<file path="src/rtl/regfile_wr_arbiter_pkg.sv">
// Shared definitions for the register-file write arbiter: FSM encoding,
// parameter defaults and an index-width helper.
package regfile_wr_arbiter_pkg;

    // ARB: requesters compete for the write port.
    // CLEAR: the block walks every register and writes zero.
    typedef enum logic [0:0] {
        ST_ARB   = 1'b0,
        ST_CLEAR = 1'b1
    } state_e;

    localparam int DEF_DATA_W   = 16;
    localparam int DEF_NUM_REGS = 8;
    localparam int DEF_NUM_REQ  = 3;

    // Width of an index into n items; never less than 1 bit so that
    // single-item configurations still elaborate.
    function automatic int idx_w(input int n);
        return (n > 1) ? $clog2(n) : 1;
    endfunction

endpackage

</file>
<file path="src/rtl/regfile_wr_arbiter_rr_grant.sv">
// Round-robin grant: picks the first asserted request at or after ptr,
// wrapping around. Output is one-hot, or zero when nothing is requested.
module rr_grant
    import regfile_wr_arbiter_pkg::*;
#(
    parameter int N = DEF_NUM_REQ,
    localparam int PTR_W = idx_w(N)
) (
    input  logic [N-1:0]     req,
    input  logic [PTR_W-1:0] ptr,
    output logic [N-1:0]     gnt
);

    logic found;

    // Scan requesters in rotation order starting at ptr; first hit wins.
    always_comb begin
        gnt   = '0;
        found = 1'b0;
        for (int k = 0; k < N; k++) begin
            for (int j = 0; j < N; j++) begin
                if (!found && req[j] && (j == ((int'(ptr) + k) % N))) begin
                    gnt[j] = 1'b1;
                    found  = 1'b1;
                end
            end
        end
    end

endmodule

</file>
<file path="src/rtl/regfile_wr_arbiter.sv">
// Register-file write-port arbiter. Several writeback requesters share one
// write port under round-robin arbitration; a clear command takes the port
// for NUM_REGS cycles and zeroes every register in ascending order.
//
// Handshake: a requester transfers in the cycle where req_valid[i] and
// req_ready[i] are both 1. req_ready is combinational from req_valid, the
// priority pointer, the FSM state, clr_start and rst; it never looks at a
// requester's own ready, so valid may depend on nothing but the requester.
// The accepted write appears on rf_wr_en/rf_wr_data one cycle later.
module regfile_wr_arbiter
    import regfile_wr_arbiter_pkg::*;
#(
    parameter int DATA_W   = DEF_DATA_W,
    parameter int NUM_REGS = DEF_NUM_REGS,
    parameter int NUM_REQ  = DEF_NUM_REQ,
    localparam int ADDR_W  = idx_w(NUM_REGS),
    localparam int PTR_W   = idx_w(NUM_REQ)
) (
    input  logic                      clk,
    input  logic                      rst,
    input  logic [NUM_REQ-1:0]        req_valid,
    input  logic [NUM_REQ*ADDR_W-1:0] req_addr,
    input  logic [NUM_REQ*DATA_W-1:0] req_data,
    output logic [NUM_REQ-1:0]        req_ready,
    input  logic                      clr_start,
    output logic                      clr_busy,
    output logic [NUM_REGS-1:0]       rf_wr_en,
    output logic [DATA_W-1:0]         rf_wr_data
);

    state_e              state_q, state_d;
    logic [PTR_W-1:0]    ptr_q, ptr_d;
    logic [ADDR_W-1:0]   clr_idx_q, clr_idx_d;
    logic [NUM_REGS-1:0] wr_en_q, wr_en_d;
    logic [DATA_W-1:0]   wr_data_q, wr_data_d;

    logic [NUM_REQ-1:0]  gnt;
    logic                grant_ok;
    logic [ADDR_W-1:0]   sel_addr;
    logic [DATA_W-1:0]   sel_data;
    logic [NUM_REGS-1:0] clr_en;

    rr_grant #(
        .N (NUM_REQ)
    ) u_rr_grant (
        .req (req_valid),
        .ptr (ptr_q),
        .gnt (gnt)
    );

    // State register and write-port pipeline flops; reset clears everything.
    always_ff @(posedge clk or posedge rst) begin
        if (rst) begin
            state_q   <= ST_ARB;
            ptr_q     <= '0;
            clr_idx_q <= '0;
            wr_en_q   <= '0;
            wr_data_q <= '0;
        end else begin
            state_q   <= state_d;
            ptr_q     <= ptr_d;
            clr_idx_q <= clr_idx_d;
            wr_en_q   <= wr_en_d;
            wr_data_q <= wr_data_d;
        end
    end

    // Next state: clr_start preempts arbitration; CLEAR runs NUM_REGS cycles.
    always_comb begin
        state_d   = state_q;
        ptr_d     = ptr_q;
        clr_idx_d = clr_idx_q;
        case (state_q)
            ST_ARB: begin
                if (clr_start) begin
                    state_d   = ST_CLEAR;
                    clr_idx_d = '0;
                end else begin
                    for (int i = 0; i < NUM_REQ; i++) begin
                        if (req_ready[i]) begin
                            ptr_d = (i == NUM_REQ - 1) ? '0 : PTR_W'(i + 1);
                        end
                    end
                end
            end
            ST_CLEAR: begin
                if (int'(clr_idx_q) == NUM_REGS - 1) begin
                    state_d   = ST_ARB;
                    clr_idx_d = '0;
                end else begin
                    clr_idx_d = clr_idx_q + ADDR_W'(1);
                end
            end
            default: begin
                state_d   = ST_ARB;
                clr_idx_d = '0;
            end
        endcase
    end

    // Outputs: ready gating, granted-write capture, and the clear walk.
    always_comb begin
        grant_ok  = (state_q == ST_ARB) && !clr_start && !rst;
        req_ready = grant_ok ? gnt : '0;

        sel_addr = '0;
        sel_data = '0;
        for (int i = 0; i < NUM_REQ; i++) begin
            if (req_ready[i]) begin
                sel_addr = req_addr[i*ADDR_W +: ADDR_W];
                sel_data = req_data[i*DATA_W +: DATA_W];
            end
        end

        // Out-of-range indices match no register, so the write is dropped.
        wr_en_d   = '0;
        wr_data_d = '0;
        if (|req_ready) begin
            for (int r = 0; r < NUM_REGS; r++) begin
                wr_en_d[r] = (int'(sel_addr) == r);
            end
            wr_data_d = sel_data;
        end

        clr_en = '0;
        for (int r = 0; r < NUM_REGS; r++) begin
            clr_en[r] = (state_q == ST_CLEAR) && (int'(clr_idx_q) == r);
        end

        clr_busy   = (state_q == ST_CLEAR);
        rf_wr_en   = (state_q == ST_CLEAR) ? clr_en : wr_en_q;
        rf_wr_data = (state_q == ST_CLEAR) ? '0 : wr_data_q;
    end

endmodule

</file>
<file path="config.mk">
export PLATFORM = sky130hd
export DESIGN_NAME = regfile_wr_arbiter
export DESIGN_NICKNAME = d
export VERILOG_FILES = /design/src/rtl/regfile_wr_arbiter_pkg.sv /design/src/rtl/regfile_wr_arbiter_rr_grant.sv /design/src/rtl/regfile_wr_arbiter.sv
export SDC_FILE = /design/constraint.sdc
export NUM_CORES = 1
export LEC_CHECK = 0
export ABC_AREA = 1
export BUFFER_PORTS_ARGS = -buffer_cell sky130_fd_sc_hd__buf_4
export CAP_MARGIN = 0
export CORE_ASPECT_RATIO = 0.8
export CORE_MARGIN = 4
export CORE_UTILIZATION = 35
export CTS_CLUSTER_DIAMETER = 80
export DETAILED_ROUTE_END_ITERATION = 16
export PLACE_DENSITY = 0.69
export SLEW_MARGIN = 20
export SYNTH_ARGS = -nofsm -noshare
export SYNTH_HDL_FRONTEND = slang
export SYNTH_SLANG_ARGS = --single-unit
</file>
<file path="constraint.sdc">
create_clock -name clk -period 5 [get_ports clk]
set_input_delay 0.5 -clock clk [delete_from_list [all_inputs] [get_ports clk]]
set_output_delay 0.5 -clock clk [all_outputs]
set_load 0.1 [all_outputs]
</file>
# After elaboration in Yosys (flattened, before gate mapping)
# Cells that the tools add are included.
# word_totals
in_bits	63
regBits	30
elab_cells	115
output_inout_bits	28
# op_classes
n_bitwise	2
n_eq_ne	21
addsub	3
n_mux	36
reduce_logical	45
div_mod_pow	3
# ops
operator	n
$eq 2x32->1 const A	3
$eq 3x32->1 const A	3
$logic_not 32->1	3
$mux 16	5
$mod 32x3->32 const B	2
$mod 3x3->32 const B	1
$logic_and 1x1->1	27
$eq 3x3->1 const B	8
$mux 1	18
$mux 3	6
$mux 8	2
$eq 3x2->1 const B	4
$logic_not 1->1	10
$eq 3x1->1 const B	2
$logic_not 3->1	2
$mux 2	3
$pmux 3 s2	1
$add 2x1->3 const B	1
$add 2x2->3 const B	1
$add 3x1->3 const B	1
$reduce_and 3->1	1
$reduce_bool 3->1	1
$reduce_or 3->1	1
$ne 2x2->1 const B	1
2 further kinds	3

# Longest topological paths before layout
# depth
ltp_word	42
depth_mapped	16
depth_no_buf	16

# Cells and area by module
# From an unflattened synthesis, not the netlist that was laid out.
# hier_totals
hier_cells	275
area_unflattened_um2	1946.9
# by_module_without_submodules
mod	area_per_inst_um2	n_inst	cells_per_inst	seq_area_each_um2
regfile_wr_arbiter	1760.4	1	238	750.7
rr_grant	186.4	1	37	0.0

# Worst setup path before layout
# No wires, ideal clock.
# synth_path
kind	reg-to-output
from	register state_q (netlist: clr_busy)
to	output rf_wr_en[0]
path_stages_with_launch	4
arrival_ns	3.379
t_required_ns	4.500
path_buffers	1
setup_slack_ns	1.121
cell_sequence	dfrtp_1 -> buf_2 -> nand2_1 -> o21ai_0
# synth_via
elab_chain_len	2
# synth_lines
element	line	source
from (decl)	regfile_wr_arbiter.sv:31	state_e state_q, state_d;
from (signal assigned)	regfile_wr_arbiter.sv:60	state_q <= state_d;
$logic_and 1x1->1	regfile_wr_arbiter.sv:127	clr_en[r] = (state_q == ST_CLEAR) && (int'(clr_idx_q) == r);
$mux 8 *	regfile_wr_arbiter.sv:131	rf_wr_en = (state_q == ST_CLEAR) ? clr_en : wr_en_q;
to (decl)	regfile_wr_arbiter.sv:27	output logic [NUM_REGS-1:0] rf_wr_en,
# Mark *: on every way between the ends. The rest lies on a longest branch, timed or not.

# Final worst setup path
# layout_path
from	register state_q (netlist: clr_busy)
to	output req_ready[0]
# layout_via
elab_chain_len	4
# layout_lines
element	line	source
$not 1->1 (no line)	-	
$logic_and 1x1->1 (2 in series)	regfile_wr_arbiter.sv:103	grant_ok = (state_q == ST_ARB) && !clr_start && !rst;
$mux 3	regfile_wr_arbiter.sv:104	req_ready = grant_ok ? gnt : '0;
to (decl)	regfile_wr_arbiter.sv:24	output logic [NUM_REQ-1:0] req_ready,
# Every way passes these cells.

==> metrics <==
setup violators final=0; WP buf/inv=3; count of input and output buffers=90; Crit Path Max Fanout=26; Critical Path Source Type=register; Hold WS=312 ps; DR pass1 iterations=4; I/O pin count=91; WL met1=2.02 mm; Worst-Margin Slew=805 ps; highest metal used=met4; Max Cap Viol=0; main combinational cell family by area after synthesis=simple AND/OR/NAND/NOR gates; WL met2=2.21 mm; Vias=1,812; FILL cells=509; cts repair resizes=0; Cell Area, Synth=1900 sq um; CTS max path bufs=2; Synth Instances=262; die area=6670 sq um; # hold bufs at CTS=0; Hold Vio Cnt, Final=0; CP top delay family=simple AND/OR/NAND/NOR gates; Power per Cell Area=457 nW/um^2; DIE WIDTH=90.3 microns; #FFs+latches synth=30; YS warnings=0; Critical Path RT=4500 ps; crit end category=primary output; global-route wire length before repair=7.98 mm; Rel. slew slack=46.1%; CP Class=register to primary output; Syn Nets=333; First DRT Iteration DRCs=40; DRC=0; Compound-Gate Fraction of Synth Area=5.61%; antenna violations before repair=0; aggregate global routing overflow=0; Final ANT Viol Nets=0; outcome=completed; Initial Utilization=37.0%; Cell variety after synth=27; RSZ-0062 raised after global routing=false; Post-CTS Setup Repair Bufs=0; core area=5120 sq um; slowest CP cell=dfrtp_1; total clock buffers created by CTS=5; Nets=423; FP Rows=23; LEAKAGE=1.45 nW; xor-xnor portion of the synthesized cell area=0%; Final TNS setup=0 ps; peak supply drop=0.187 mV; CP Cell Sequence=nor2_2, inv_1, nor2_1, inv_1, a21oi_4, buf_4; Max Transition Viols Final=0; register area share after synthesis=39.6%; Tot GR Track Use=15.0%; mux contribution to synthesized area=0%; Max Clock Freq=0.291 GHz; vias in the first global route=1,882; H-tree depth=2; routability cong.=0.818; WL/cell=11.5 microns; Avg Cell Area, Syn=7.24 sq um; Most common cell on crit path=inv_1; Vias/cell=4.38; clk sink count=30; worst skew pair latency=280 ps; clock skew=7.26 ps; WL final=4.74 mm; Chip Height=73.8 microns; Ant. Diodes=0; CTS tree=built; largest net degree at the start of global routing=31; worst hold path type=input port to asynchronous set/reset pin; hpwl dp=3.88 mm; Tmin final=3440 ps; Area Growth Syn to Fin=40.9%; Root Buffer=clkbuf_8; layout cell share with drive strength beyond 1=35.2%; Post-Synth Adder-Cell Area=5.28%; met3 wire length=401 microns; Tcrit/Tclk final=68.7%; area share of and/or/nand/nor cells after synthesis=38.3%; CP max stage delay=680 ps; Worst EP arrival=2940 ps; Clock transition at path regs=60 ps
==> cells in the final DEF, fill, tap and decap left out <==
master	n
buf_4	90
nand2_1	78
inv_1	34
nor2_1	31
dfrtp_1	30
nand3_1	26
o21ai_0	10
ha_1	8
nand2_2	7
nor2_2	5
inv_2	5
clkbuf_8	5
nand3_2	4
nor2_4	2
nand4_1	2
a21oi_1	2
nand3b_1	2
nand2_4	2
clkbuf_1	2
o21ai_2	1
a31oi_1	1
inv_6	1
clkinv_1	1
a21oi_2	1
a21oi_4	1
o22ai_1	1
==> cells by family (layout without fill, tap and decap cells) <==
| group | count (synthesis) | count (layout) |
|---|---|---|
| AND/OR/NAND/NOR | 159 | 159 |
| buffers and inverters | 48 | 138 |
| flip-flops | 30 | 30 |
| AO/OA/AOI/OAI | 17 | 17 |
| adder cells (fa/ha/maj) | 8 | 8 |
==> sequential cells by signal, indices dropped and copies added (netlist names) <==
signal	flops
clr_busy	1
clr_idx_q	3
ptr_q	2
wr_data_q	16
wr_en_q	8
==> metrics by stage <==
stage / instances / setup slack (ps) / instance area (sq um) / total power [mW] / util, %
finish: 414 / 1560 / 2670 / 1.22 / 52.2
global route: 414 / 1300 / 2670 / 1.31 / 52.2
CTS: 414 / 1520 / 2670 / 1.24 / 52.2
detailed placement: 407 / 1840 / 2600 / 1.06 / 50.7
global placement: 407 / 1920 / 2600 / 1.05 / 50.7
floorplan: 262 / 1120 / 1900 / 0.893 / -
==> metal layers <==
layer	vias to the layer above	global-route usage (%)
met4	0	7.64
met2	57	24.7
met5	-	0
met3	9	5.63
met1	766	17.5
li1	980	-
==> final cells by class <==
class,instances,area (sq um),share of cell area [%]
multi-input combinational,184,933,34.9
sequential,30,751,28.1
timing repair buffer,90,676,25.3
inverter,41,159,5.95
tap,62,77.6,2.90
clock buffer,7,76.3,2.86
==> synth_stat cells (all sizes together) <==
| cell type | number | area [sq um] |
|---|---|---|
| nand4 | 2 | 12.5 |
| nand2 | 87 | 359 |
| o22ai | 1 | 6.26 |
| a31oi | 1 | 6.26 |
| ha | 8 | 100 |
| clkinv | 1 | 3.75 |
| nor2 | 38 | 170 |
| clkbuf | 2 | 7.51 |
| o21ai | 11 | 58.8 |
| buf | 5 | 46.3 |
| nand3b | 2 | 15.0 |
| inv | 40 | 155 |
| a21oi | 4 | 35.0 |
| dfrtp | 30 | 751 |
| nand3 | 30 | 170 |
==> where the power goes <==
part           leakage, nW  internal (mW)  switching, mW
clock               0.0383         0.0954         0.0796
sequential           0.404          0.283         0.0502
combinational         1.00          0.189          0.525
total                 1.45          0.567          0.655
==> final timing paths <==
check	endpoint	slack, ps	depth (start not counted)	from
max	req_ready[0]	1560	6	clr_busy$_DFF_PP0_
min	clr_idx_q[1]$_DFFE_PP0P_	310	2	rst
max reg2reg	wr_en_q[5]$_DFF_PP0_	2240	10	clr_busy$_DFF_PP0_
min reg2reg	ptr_q[0]$_DFFE_PP0P_	590	2	ptr_q[0]$_DFFE_PP0P_
max in group asynchronous	wr_en_q[2]$_DFF_PP0_	4300	2	rst
min in group clk	wr_data_q[14]$_DFF_PP0_	430	3	req_data[30]
No activity file was read; power rests on OpenSTA's default activity.
